--- config.mk ---
export PLATFORM = sky130hd
export DESIGN_NAME = uart_rx_param
export DESIGN_NICKNAME = d
export VERILOG_FILES = /design/src/rtl/uart_rx_param.sv
export SDC_FILE = /design/constraint.sdc
export NUM_CORES = 1
export LEC_CHECK = 0
export ABC_AREA = 1
export CAP_MARGIN = 0
export CORE_AREA = 2 2 76 78
export DETAILED_ROUTE_END_ITERATION = 8
export DIE_AREA = 0 0 78 80
export PLACE_DENSITY = 0.83
export RECOVER_POWER = 100
export SLEW_MARGIN = 15
export SYNTH_ARGS = -nofsm -noshare
export SYNTH_HDL_FRONTEND = slang
export SYNTH_SLANG_ARGS = --single-unit
--- constraint.sdc ---
create_clock -name clk -period 2.2 [get_ports clk]
set_clock_uncertainty 0.05 [all_clocks]
set_input_delay 0.22 -clock clk [delete_from_list [all_inputs] [get_ports clk]]
set_output_delay 0.22 -clock clk [all_outputs]
set_load 0.02 [all_outputs]
--- src/rtl/uart_rx_param.sv ---
// Parametrised UART receiver with line synchroniser, false-start rejection,
// error flags, a one-cycle valid strobe and ASCII-digit decode of the last byte.
`timescale 1ns/1ps
module uart_rx_param #(
    parameter int BAUD_DIV   = 5208,
    parameter int DATA_BITS  = 8,
    parameter int PARITY_EN  = 0,
    parameter int PARITY_ODD = 0,
    parameter int STOP_BITS  = 1
) (
    input  logic       clk,
    input  logic       rst_n,
    input  logic       rx,
    output logic [7:0] data_out,
    output logic       data_valid,
    output logic       frame_err,
    output logic       parity_err,
    output logic       busy,
    output logic [3:0] digit,
    output logic       digit_ok
);
    localparam int HALF = BAUD_DIV / 2;
    localparam int CW   = $clog2(BAUD_DIV + 1);

    typedef enum logic [2:0] {ARM, IDLE, START, DATA, PARITY, STOP} state_t;

    state_t               state_q, state_d;
    logic                 sync1_q, rx_s_q, rx_d_q;
    logic [CW-1:0]        cnt_q, cnt_d;
    logic [3:0]           bit_q, bit_d;
    logic [DATA_BITS-1:0] sh_q, sh_d;
    logic                 ferr_q, ferr_d, perr_q, perr_d;
    logic [7:0]           dout_q, dout_d;
    logic                 valid_q, valid_d, fe_q, fe_d, pe_q, pe_d;
    logic                 tick, fall, last_data, last_stop;

    assign tick      = (cnt_q == CW'(1));
    assign fall      = rx_d_q & ~rx_s_q;
    assign last_data = (bit_q == 4'(DATA_BITS - 1));
    assign last_stop = (bit_q == 4'(STOP_BITS - 1));

    // Synchroniser and edge-detect flops reset high so reset never looks like a start edge.
    always_ff @(posedge clk or negedge rst_n) begin
        if (!rst_n) begin
            sync1_q <= 1'b1;
            rx_s_q  <= 1'b1;
            rx_d_q  <= 1'b1;
        end else begin
            sync1_q <= rx;
            rx_s_q  <= sync1_q;
            rx_d_q  <= rx_s_q;
        end
    end

    always_ff @(posedge clk or negedge rst_n) begin
        if (!rst_n) state_q <= ARM;
        else        state_q <= state_d;
    end

    always_comb begin
        state_d = state_q;
        case (state_q)
            ARM:     if (rx_s_q && cnt_q == CW'(BAUD_DIV - 1)) state_d = IDLE;
            IDLE:    if (fall) state_d = START;
            START:   if (tick) state_d = rx_s_q ? IDLE : DATA;
            DATA:    if (tick && last_data) state_d = (PARITY_EN != 0) ? PARITY : STOP;
            PARITY:  if (tick) state_d = STOP;
            STOP:    if (tick && last_stop) state_d = IDLE;
            default: state_d = ARM;
        endcase
    end

    always_comb begin
        busy = (state_q == START) || (state_q == DATA) ||
               (state_q == PARITY) || (state_q == STOP);
    end

    // In ARM the counter measures the idle run; in a frame it times bit centres.
    always_comb begin
        cnt_d   = cnt_q;
        bit_d   = bit_q;
        sh_d    = sh_q;
        ferr_d  = ferr_q;
        perr_d  = perr_q;
        dout_d  = dout_q;
        fe_d    = fe_q;
        pe_d    = pe_q;
        valid_d = 1'b0;
        case (state_q)
            ARM:  cnt_d = rx_s_q ? cnt_q + CW'(1) : '0;
            IDLE: if (fall) begin
                cnt_d  = CW'(HALF);
                bit_d  = '0;
                ferr_d = 1'b0;
                perr_d = 1'b0;
            end
            default: begin
                cnt_d = tick ? CW'(BAUD_DIV) : cnt_q - CW'(1);
                if (tick) begin
                    case (state_q)
                        DATA: begin
                            sh_d  = {rx_s_q, sh_q[DATA_BITS-1:1]};
                            bit_d = last_data ? 4'd0 : bit_q + 4'd1;
                        end
                        PARITY: perr_d = ((^sh_q) ^ rx_s_q) != (PARITY_ODD != 0);
                        STOP: begin
                            bit_d = bit_q + 4'd1;
                            if (!rx_s_q) ferr_d = 1'b1;
                            if (last_stop) begin
                                dout_d                  = '0;
                                dout_d[DATA_BITS-1:0]   = sh_q;
                                fe_d                    = ferr_q | ~rx_s_q;
                                pe_d                    = perr_q;
                                valid_d                 = 1'b1;
                            end
                        end
                        default: ;
                    endcase
                end
            end
        endcase
    end

    always_ff @(posedge clk or negedge rst_n) begin
        if (!rst_n) begin
            cnt_q   <= '0;
            bit_q   <= '0;
            sh_q    <= '0;
            ferr_q  <= 1'b0;
            perr_q  <= 1'b0;
            dout_q  <= '0;
            fe_q    <= 1'b0;
            pe_q    <= 1'b0;
            valid_q <= 1'b0;
        end else begin
            cnt_q   <= cnt_d;
            bit_q   <= bit_d;
            sh_q    <= sh_d;
            ferr_q  <= ferr_d;
            perr_q  <= perr_d;
            dout_q  <= dout_d;
            fe_q    <= fe_d;
            pe_q    <= pe_d;
            valid_q <= valid_d;
        end
    end

    assign data_out   = dout_q;
    assign data_valid = valid_q;
    assign frame_err  = fe_q;
    assign parity_err = pe_q;
    assign digit_ok   = (dout_q >= 8'h30) && (dout_q <= 8'h39);
    assign digit      = digit_ok ? dout_q[3:0] : 4'hF;
endmodule

# Yosys cells after proc, flatten, opt, wreduce, memory -nomap -nowiden
# Index checks and enable logic that the tools add are counted.
# classes
order_cmp,2
bitwise_logic,6
muxes,30
eq_ne,15
n_reduce_logical,21
add_sub_neg,3
# ops
operator,count
$mux W13,3
$pmux W13 S2,1
$mux W3,6
$pmux W3 S6,1
$mux W4,4
$pmux W4 S2,2
$add A13 B1 Y13 const B,1
$eq A13 B1 Y1 const B,1
$eq A13 B13 Y1 const B,1
$sub A13 B1 Y13 const B,1
$ne A2 B2 Y1 const B,6
$reduce_and A4 Y1,3
$mux W1,10
$ge A8 B6 Y1 const B,1
$le A8 B6 Y1 const B,1
$reduce_xor A8 Y1,1
$eq A3 B2 Y1 const B,2
$eq A3 B3 Y1 const B,2
$reduce_and A6 Y1,1
$reduce_bool A2 Y1,3
$reduce_and A5 Y1,1
$add A4 B1 Y4 const B,1
$eq A4 B3 Y1 const B,1
$logic_and A1 B1 Y1,4
other kinds (14),19
# totals
wordCells,90
register_bits,44

# Depth between registers and ports, before layout
# Gate-level depths: netlist of run 1.
# logic_depth
ltp_word,5
depth_mapped,11
ltp_nobuf,10

# Worst setup path after synthesis of run 1
# No wires, ideal clock.
# synth_timing
path_kind,register -> register
from,register cnt_q[1]
to,register sh_q[5]
stages_incl_launch_ff,11
setup_time_ns,0.117
period_less_slack_ns,1.592
slack_ns,0.608
required_ns,2.033
n_path_buf,2
arrival_ns,1.424
path_cell_list,dfrtp_1 -> inv_1 -> ha_1 -> nand2_2 -> nor2_2 -> nand2_1 -> or2_1 -> buf_6 -> buf_8 -> nand2_2 -> o21ai_2
# synth_via
elab_chain_len,2
# synth_lines
item,line_no,source
start: declaration,29,"logic [CW-1:0] cnt_q, cnt_d;"
start signal: assignment,136,cnt_q <= cnt_d;
$eq A13 B1 Y1,37,assign tick = (cnt_q == CW'(1));
$reduce_and A3 Y1 (no source line),n/a,
end signal: assignment,128,sh_q <= '0;
end signal: assignment,138,sh_q <= sh_d;
end: declaration,31,"logic [DATA_BITS-1:0] sh_q, sh_d;"
# Every way passes these cells.
# A chain may end at the register's enable or synchronous reset.

# Worst setup path in the final report of run 1
# layout_timing
from,register dout_q[7] (netlist: data_out[7])
to,output digit[1]
# layout_via
elab_chain_len,3
word_cells_on_any_way,4
classes_between,order compare: 2; mux: 1; reduce/logical: 1
# layout_lines
item,line_no,source
start: declaration,33,"logic [7:0] dout_q, dout_d;"
start signal: assignment,141,dout_q <= dout_d;
$ge A8 B6 Y1 or $le A8 B6 Y1 (tied branches),152,assign digit_ok = (dout_q >= 8'h30) && (dout_q <= 8'h39);
$logic_and A1 B1 Y1 *,152,
$mux W4 *,153,assign digit = digit_ok ? dout_q[3:0] : 4'hF;
end: declaration,19,"output logic [3:0] digit,"
# Mark *: on every way between the ends. The rest lies on a longest branch, timed or not.

==> results of run 1 <==
[cells by family (layout without fill, tap and decap cells)]
family / Yosys count / after routing / share of synthesized area
fa+ha+maj: 5 / 5 / 0.02177
xor+xnor: 4 / 4 / 0.01219
compound gates: 52 / 52 / 0.1054
buf+inv: 63 / 87 / 0.1010
flops: 44 / 44 / 0.3844
simple gates: 248 / 248 / 0.3753
[how the worst max path moves through the flow]
| stage | startpoint | end | slack, ns | cells past startpoint |
|---|---|---|---|---|
| floorplan | cnt_q[1]$_DFFE_PN0P_ | sh_q[5]$_DFFE_PN0P_ | 0.61 | 10 |
| global placement | cnt_q[1]$_DFFE_PN0P_ | sh_q[3]$_DFFE_PN0P_ | 0.38 | 8 |
| detailed placement | cnt_q[1]$_DFFE_PN0P_ | sh_q[3]$_DFFE_PN0P_ | 0.31 | 8 |
| CTS | state_q[2]$_DFFE_PN0P_ | busy | 0.04 | 4 |
| global route | data_out[5]$_DFFE_PN0P_ | digit[2] | 0.08 | 5 |
| finish | data_out[7]$_DFFE_PN0P_ | digit[1] | 0.18 | 4 |
[through the flow]
step | hold WS (ns) | power (mW)
6_report | 0.3136 | 1.605
3_5_place_dp | 0.2791 | 0.9748
5_1_grt | 0.3185 | 1.676
2_1_floorplan | -0.1256 | 0.9338
4_1_cts | 0.2622 | 1.619
3_3_place_gp | 0.2767 | 0.9729
[layer usage]
layer / vias up / track usage / share of wire
li1: 1365 / - / -
met2: 123 / 0.3388 / 0.44
met3: 12 / 0.04299 / 0.080
met5: - / 0 / 0
met4: 0 / 0.08421 / 0.018
met1: 1214 / 0.3058 / 0.46
[repair_timing]
item	in CTS	in global routing
endpoints found under the hold margin	41	0
hold buffers	1	0
setup endpoints to repair	0	5
gates resized for setup	0	3
[state kept, by name (all words and copies together), names as in the netlist]
signal and count:
frame_err 1, data_out 8, sync1_q 1, data_valid 1
parity_err 1, state_q 3, ferr_q 1, rx_s_q 1
bit_q 4, perr_q 1, cnt_q 13, sh_q 8
rx_d_q 1
[layout make-up]
class / count / area, sq um
repair buffers: 26 / 220.2
well taps: 72 / 90.09
multi-input cells: 309 / 1444
flip-flops and latches: 44 / 1105
clock inverters: 3 / 46.29
clock buffers: 5 / 68.82
inverters: 53 / 198.9
fillers: 525 / 2232
[critical path, cell delays in order, from the launching register on]
cell and delay (ns):
dfrtp_1 0.41, nor3_2 0.22, o21a_1 0.22, nand2_1 0.07, clkdlybuf4s50_1 0.53
[power breakdown]
part / internal (mW) / total (mW) / switching [mW]
clock: 0.342 / 0.647 / 0.304
sequential: 0.817 / 0.828 / 0.0108
combinational: 0.0425 / 0.130 / 0.0880
[cell usage in the layout (no fill, tap or decap), drive strengths merged]
cell and instances:
ha 5, dlygate4sd3 14, clkinvlp 1, nand2 139, a211oi 1, or2 1, buf 4, inv 54
nor2 54, nor3b 1, dfstp 3, xor2 4, nand3 41, clkdlybuf4s50 3, a21oi 9, o211ai 3
dfrtp 41, clkbuf 10, o21ai 38, nor3 5, o21a 1, nand4 7, bufinv 1
==> summary.md, run 1 <==
| Metric | Value |
|---|---|
| Vias/cell | 5.301 |
| Num CTS Buffers | 5 |
| Crit path max fanout | 4 |
| Initial antenna violation count | 0 |
| Gr ovfl total | 0 |
| Post-synth EDFFs | 0 |
| Hold_sp | sync1_q$_DFF_PN1_ |
| Seq/Total Area, Yosys | 0.3844 |
| DRC violations left | 0 |
| Final Instance Area | 3173 sq um |
| Initial DRC count | 279 |
| Total negative setup slack | 0 ns |
| Final std cells w/o fill | 512 |
| RePlAce Congestion | 1.002 |
| Slew margin rel. | 0.2825 |
| Reg2Reg Depth | 8 |
| Cells after Synth | 416 |
| Crit path required time | 1.93 ns |
| Placed insts | 503 |
| N_diodes | 0 |
| Setup crit end kind | output pin |
| Total GRT Usage | 0.2195 |
| Synth Net Count | 424 |
| Area growth, synth to finish | 10.40% |
| Synth Register Bits | 44 |
| Initial Utilization | 0.5317 |
| Clk Latency, worst-skew pair | 0.30 ns |
| Placed inst area | 3103 sq um |
| Clock Path Buffers | 2 |
| Post CTS Setup Buffer Count | 0 |
| Synth warn | 0 |
| Die Ht | 80 microns |
| Pwr dens | 505.8 nW/um^2 |
| Worst R2R Setup Slack | 0.24 ns |
| HP Class | flop to flop |
| Std-Cell Rows | 27 |
| Slew of the pin with the lowest slew margin | 1.076 ns |
| Cell Area, Synth | 2874 sq um |
| CTS root buffer | clkbuf_8 |
| Proportion of layout cells with a drive suffix above 1 | 0.07727 |
| Setup violators final | 0 |
| Mapped Avg Cell Area | 6.909 sq um |
| Critical path class | flop to output pin |
| Die footprint | 6240 sq um |
| Largest cells by area after synthesis | dfrtp_1, nand2_1, nand3_1 |
| Pleak | 1.595 nW |
| Setup repair after global routing missed its margin | no |
| Worst Hold Endpoint | rx_s_q$_DFF_PN1_ |
| Slew Limit Fails | 0 |
| Ys async rst share | 1.000 |
| Final Cycle Share | 0.9204 |
| Post-route antenna net violation count | 0 |
| Top FF cell, synth | dfrtp_1 |
| Max H-tree Level | 2 |
| Top-count cell post-synth | nand2_1 |
| IO Count | 20 |
| Final Critical Period | 2.025 ns |
| WL final | 6.393 mm |
| Die X-Extent | 78 microns |
| Global-route wire length before repair | 10.87 mm |
| Outcome | complete, no violations |
| Largest net degree at the start of global routing | 45 |
| CP Launch Type | flop |
| Worst-path clk slew | 0.09 ns |
| Drt first pass iters | 6 |
| CTS tree | done |
| Crit path arrival time | 1.75 ns |
| NumNets Final | 447 |
| Post-synth top cells | nand2_1, inv_1, nor2_1 |
| Core ar. | 5405 sq um |
| Endpoints failing hold | 0 |
| Max IR drop VDD | 0.0004033 V |
| Biggest area consumer among synthesized cells | dfrtp_1 |
| Reg2reg start | rx_s_q$_DFF_PN1_ |
| Wire per inst | 12.49 microns |
| Fmax | 493.9 MHz |
| Max-capacitance violation count | 0 |
| DP HPWL | 4.602 mm |
| # clock sinks | 44 |
| DR vias | 2,714 |
| Final WS setup | 0.1752 ns |
| R2R Path End | cnt_q[5]$_DFFE_PN0P_ |
| Setup slack after placement | 0.3110 ns |
| IO buf count | 19 |
| Final core occ | 0.5870 |
| Hold Path Depth | 0 |
| Vias in the first global route | 2,418 |
| Netlist cell types | 29 |
| Synth top area share | 0.3570 |
Note: power is estimated with default switching activity, not from simulation.
==> run 2: changes to the inputs <==
--- a/config.mk
+++ b/config.mk
@@ -12,7 +12,9 @@
 export DIE_AREA = 0 0 78 80
 export PLACE_DENSITY = 0.83
 export RECOVER_POWER = 100
+export SKIP_CTS_REPAIR_TIMING = 1
 export SLEW_MARGIN = 15
 export SYNTH_ARGS = -nofsm -noshare
 export SYNTH_HDL_FRONTEND = slang
 export SYNTH_SLANG_ARGS = --single-unit
+export TNS_END_PERCENT = 20
==> constraint.sdc (replaced) <==
create_clock -name clk -period 2.35 [get_ports clk]
set_clock_uncertainty 0.05 [all_clocks]
set_input_delay 0.235 -clock clk [delete_from_list [all_inputs] [get_ports clk]]
set_output_delay 0.235 -clock clk [all_outputs]
set_load 0.02 [all_outputs]
==> summary.md, run 2 (same netlist as run 1, synthesis figures left out) <==
| Metric | Value |
|---|---|
| NumNets Final | 443 (-0.89%) |
| Fmax | 458.0 MHz |
| Max-capacitance violation count | 0 (unchanged) |
| Die footprint | 6240 sq um (unchanged) |
| Largest register FFs | 13 (unchanged) |
| Setup crit end kind | output pin |
| CP max stage cell | clkdlybuf4s50_1 |
| Final Critical Period | 2.183 ns |
| DR vias | 2,681 (-1.2%) |
| Die Ht | 80 microns (unchanged) |
| Core ar. | 5405 sq um (unchanged) |
| Slew margin rel. | 0.3798 (+0.09727) |
| CP Launch Type | flop |
| Fill cells | 525 (unchanged) |
| Drt first pass iters | 6 (unchanged) |
| Total negative setup slack | 0 ns (unchanged) |
| Top reg by flops | cnt_q |
| Total GRT Usage | 0.2228 (+0.003222) |
| Slowest stage delay, CP | 0.62 ns (+0.09 ns) |
| Crit path arrival time | 1.90 ns (+0.15 ns) |
| Commonest non-fill, non-tap cell in the layout | nand2_1 |
| Setup violators final | 0 (unchanged) |
| Outcome | complete, no violations |
| Cells along the critical path | inv_1, nand3_1, nand4_1, clkdlybuf4s50_1 |
| DRC violations left | 0 (unchanged) |
| Std-Cell Rows | 27 (unchanged) |
| Final core occ | 0.5815 (-0.005556) |
| # clock sinks | 44 (unchanged) |
| Initial antenna violation count | 0 (unchanged) |
| Most frequent cells in the layout | nand2_1, inv_1, nor2_1, nand3_1, dfrtp_1 |
| Worst R2R Setup Slack | 0.28 ns (+0.04 ns) |
| Footprint of the multi-input gates | 1434 sq um (-0.69%) |
| Largest delay contributor family on the critical path | buffers and inverters |
| Worst-path clk slew | 0.09 ns (about the same) |
| Final Instance Area | 3143 sq um (-0.95%) |
| R2R Path End | cnt_q[2]$_DFFE_PN0P_ |
| Max H-tree Level | 2 (unchanged) |
| Reg2reg start | cnt_q[1]$_DFFE_PN0P_ |
| Crit path required time | 2.07 ns (+0.14 ns) |
| Placed inst area | 3080 sq um (-0.73%) |
| Clk Latency, worst-skew pair | 0.30 ns (about the same) |
| N_diodes | 0 (unchanged) |
| Area growth, synth to finish | 9.360% |
| IO Count | 20 (unchanged) |
| Gr ovfl total | 0 (unchanged) |
| Vias/cell | 5.278 (-0.44%) |
| Fin Hold WS | 0.002028 ns (-0.3116 ns) |
| Crit path max fanout | 7 (+3) |
| Pleak | 1.572 nW (-1.4%) |
| Total power | 1.501 mW (-6.5%) |
| Register area | 1105 sq um (unchanged) |
| WL final | 6.288 mm (-1.6%) |
| Reg2Reg Depth | 10 (+2) |
| Post-route antenna net violation count | 0 (unchanged) |
| Num CTS Buffers | 5 (unchanged) |
| Slew of the pin with the lowest slew margin | 0.9303 ns (-0.1459 ns) |
| Die X-Extent | 78 microns (unchanged) |
| Setup repair after global routing missed its margin | no |
| RePlAce Congestion | 0.9888 (-1.3%) |
| Initial Utilization | 0.5317 (unchanged) |
| Global-route wire length before repair | 11.06 mm (+1.8%) |
| Initial DRC count | 296 (+6.1%) |
| CTS tree | done |
| HP Class | primary input to asynchronous set/reset pin |
| DP HPWL | 4.688 mm (+1.9%) |
| Wire per inst | 12.38 microns (-0.87%) |
| Critical path class | flop to output pin |
| CTS root buffer | clkbuf_8 |
| Vias in the first global route | 2,449 (+1.3%) |
| IO buf count | 19 (unchanged) |
| Slew Limit Fails | 0 (unchanged) |
| Proportion of layout cells with a drive suffix above 1 | 0.05734 (-0.01993) |
| Endpoints failing hold | 0 (unchanged) |
| Buf+Inv Stages, Crit Path | 2 (+1) |
| Final Cycle Share | 0.9291 |
| Max IR drop VDD | 0.0002763 V (-31%) |
| Pwr dens | 477.6 nW/um^2 (-5.6%) |
| Largest net degree at the start of global routing | 44 (-2.2%) |
| Clock Path Buffers | 2 (unchanged) |
run 2: cell count changes in the layout (fill, tap and decap cells not counted), sizes merged:
cell,before,now
buf,4,2
clkbuf,10,7
dlygate4sd3,14,15
run 2: worst max-delay path by stage:
stage                            startpoint             endpoint  slack, ns  cells past startpoint
global route        data_out[7]$_DFFE_PN0P_             digit[1]       0.04                      4
CTS                  state_q[2]$_DFFE_PN0P_                 busy       0.17                      4
floorplan              cnt_q[1]$_DFFE_PN0P_  sh_q[5]$_DFFE_PN0P_       0.76                     10
global placement       cnt_q[1]$_DFFE_PN0P_  sh_q[3]$_DFFE_PN0P_       0.51                      8
finish               state_q[2]$_DFFE_PN0P_                 busy       0.17                      4
detailed placement     cnt_q[1]$_DFFE_PN0P_  sh_q[1]$_DFFE_PN0P_       0.42                      8
run 2: area by class of cell:
| type | count | area share |
|---|---|---|
| flip-flops and latches | 44 | 0.3515 |
| repair buffers | 22 | 0.06369 |
| clock buffers | 5 | 0.02189 |
| clock inverters | 3 | 0.01473 |
| multi-input cells | 309 | 0.4562 |
| inverters | 53 | 0.06330 |
| well taps | 72 | 0.02866 |
run 2: power breakdown:
part	internal [mW]	switching (mW)
clock network	0.321	0.288
registers	0.765	0.00968
logic	0.0374	0.0804
run 2: metrics by stage:
stage,setup slack (ns),std cells
5_1_grt,0.03708,508
3_5_place_dp,0.4231,500
3_3_place_gp,0.5073,500
2_1_floorplan,0.7584,416
6_report,0.1665,508
4_1_cts,0.1671,508
run 2: per-layer routing:
metal | share of wire | wire length [microns] | GRT usage | up-vias
met5 | 0 | 0 | 0 | -
met4 | 0.022 | 140 | 0.08421 | 0
met3 | 0.055 | 343 | 0.02941 | 15
met2 | 0.45 | 2817 | 0.3552 | 98
met1 | 0.48 | 2987 | 0.3104 | 1213
li1 | - | - | - | 1355
run 2: worst reg2reg max path, delay by kind of cell (launching register included):
kind | cells | cell delay, ns
fa+ha+maj | 1 | 0.20
buf+inv | 3 | 0.63
compound gates | 2 | 0.24
simple gates | 4 | 0.46
flops | 1 | 0.43
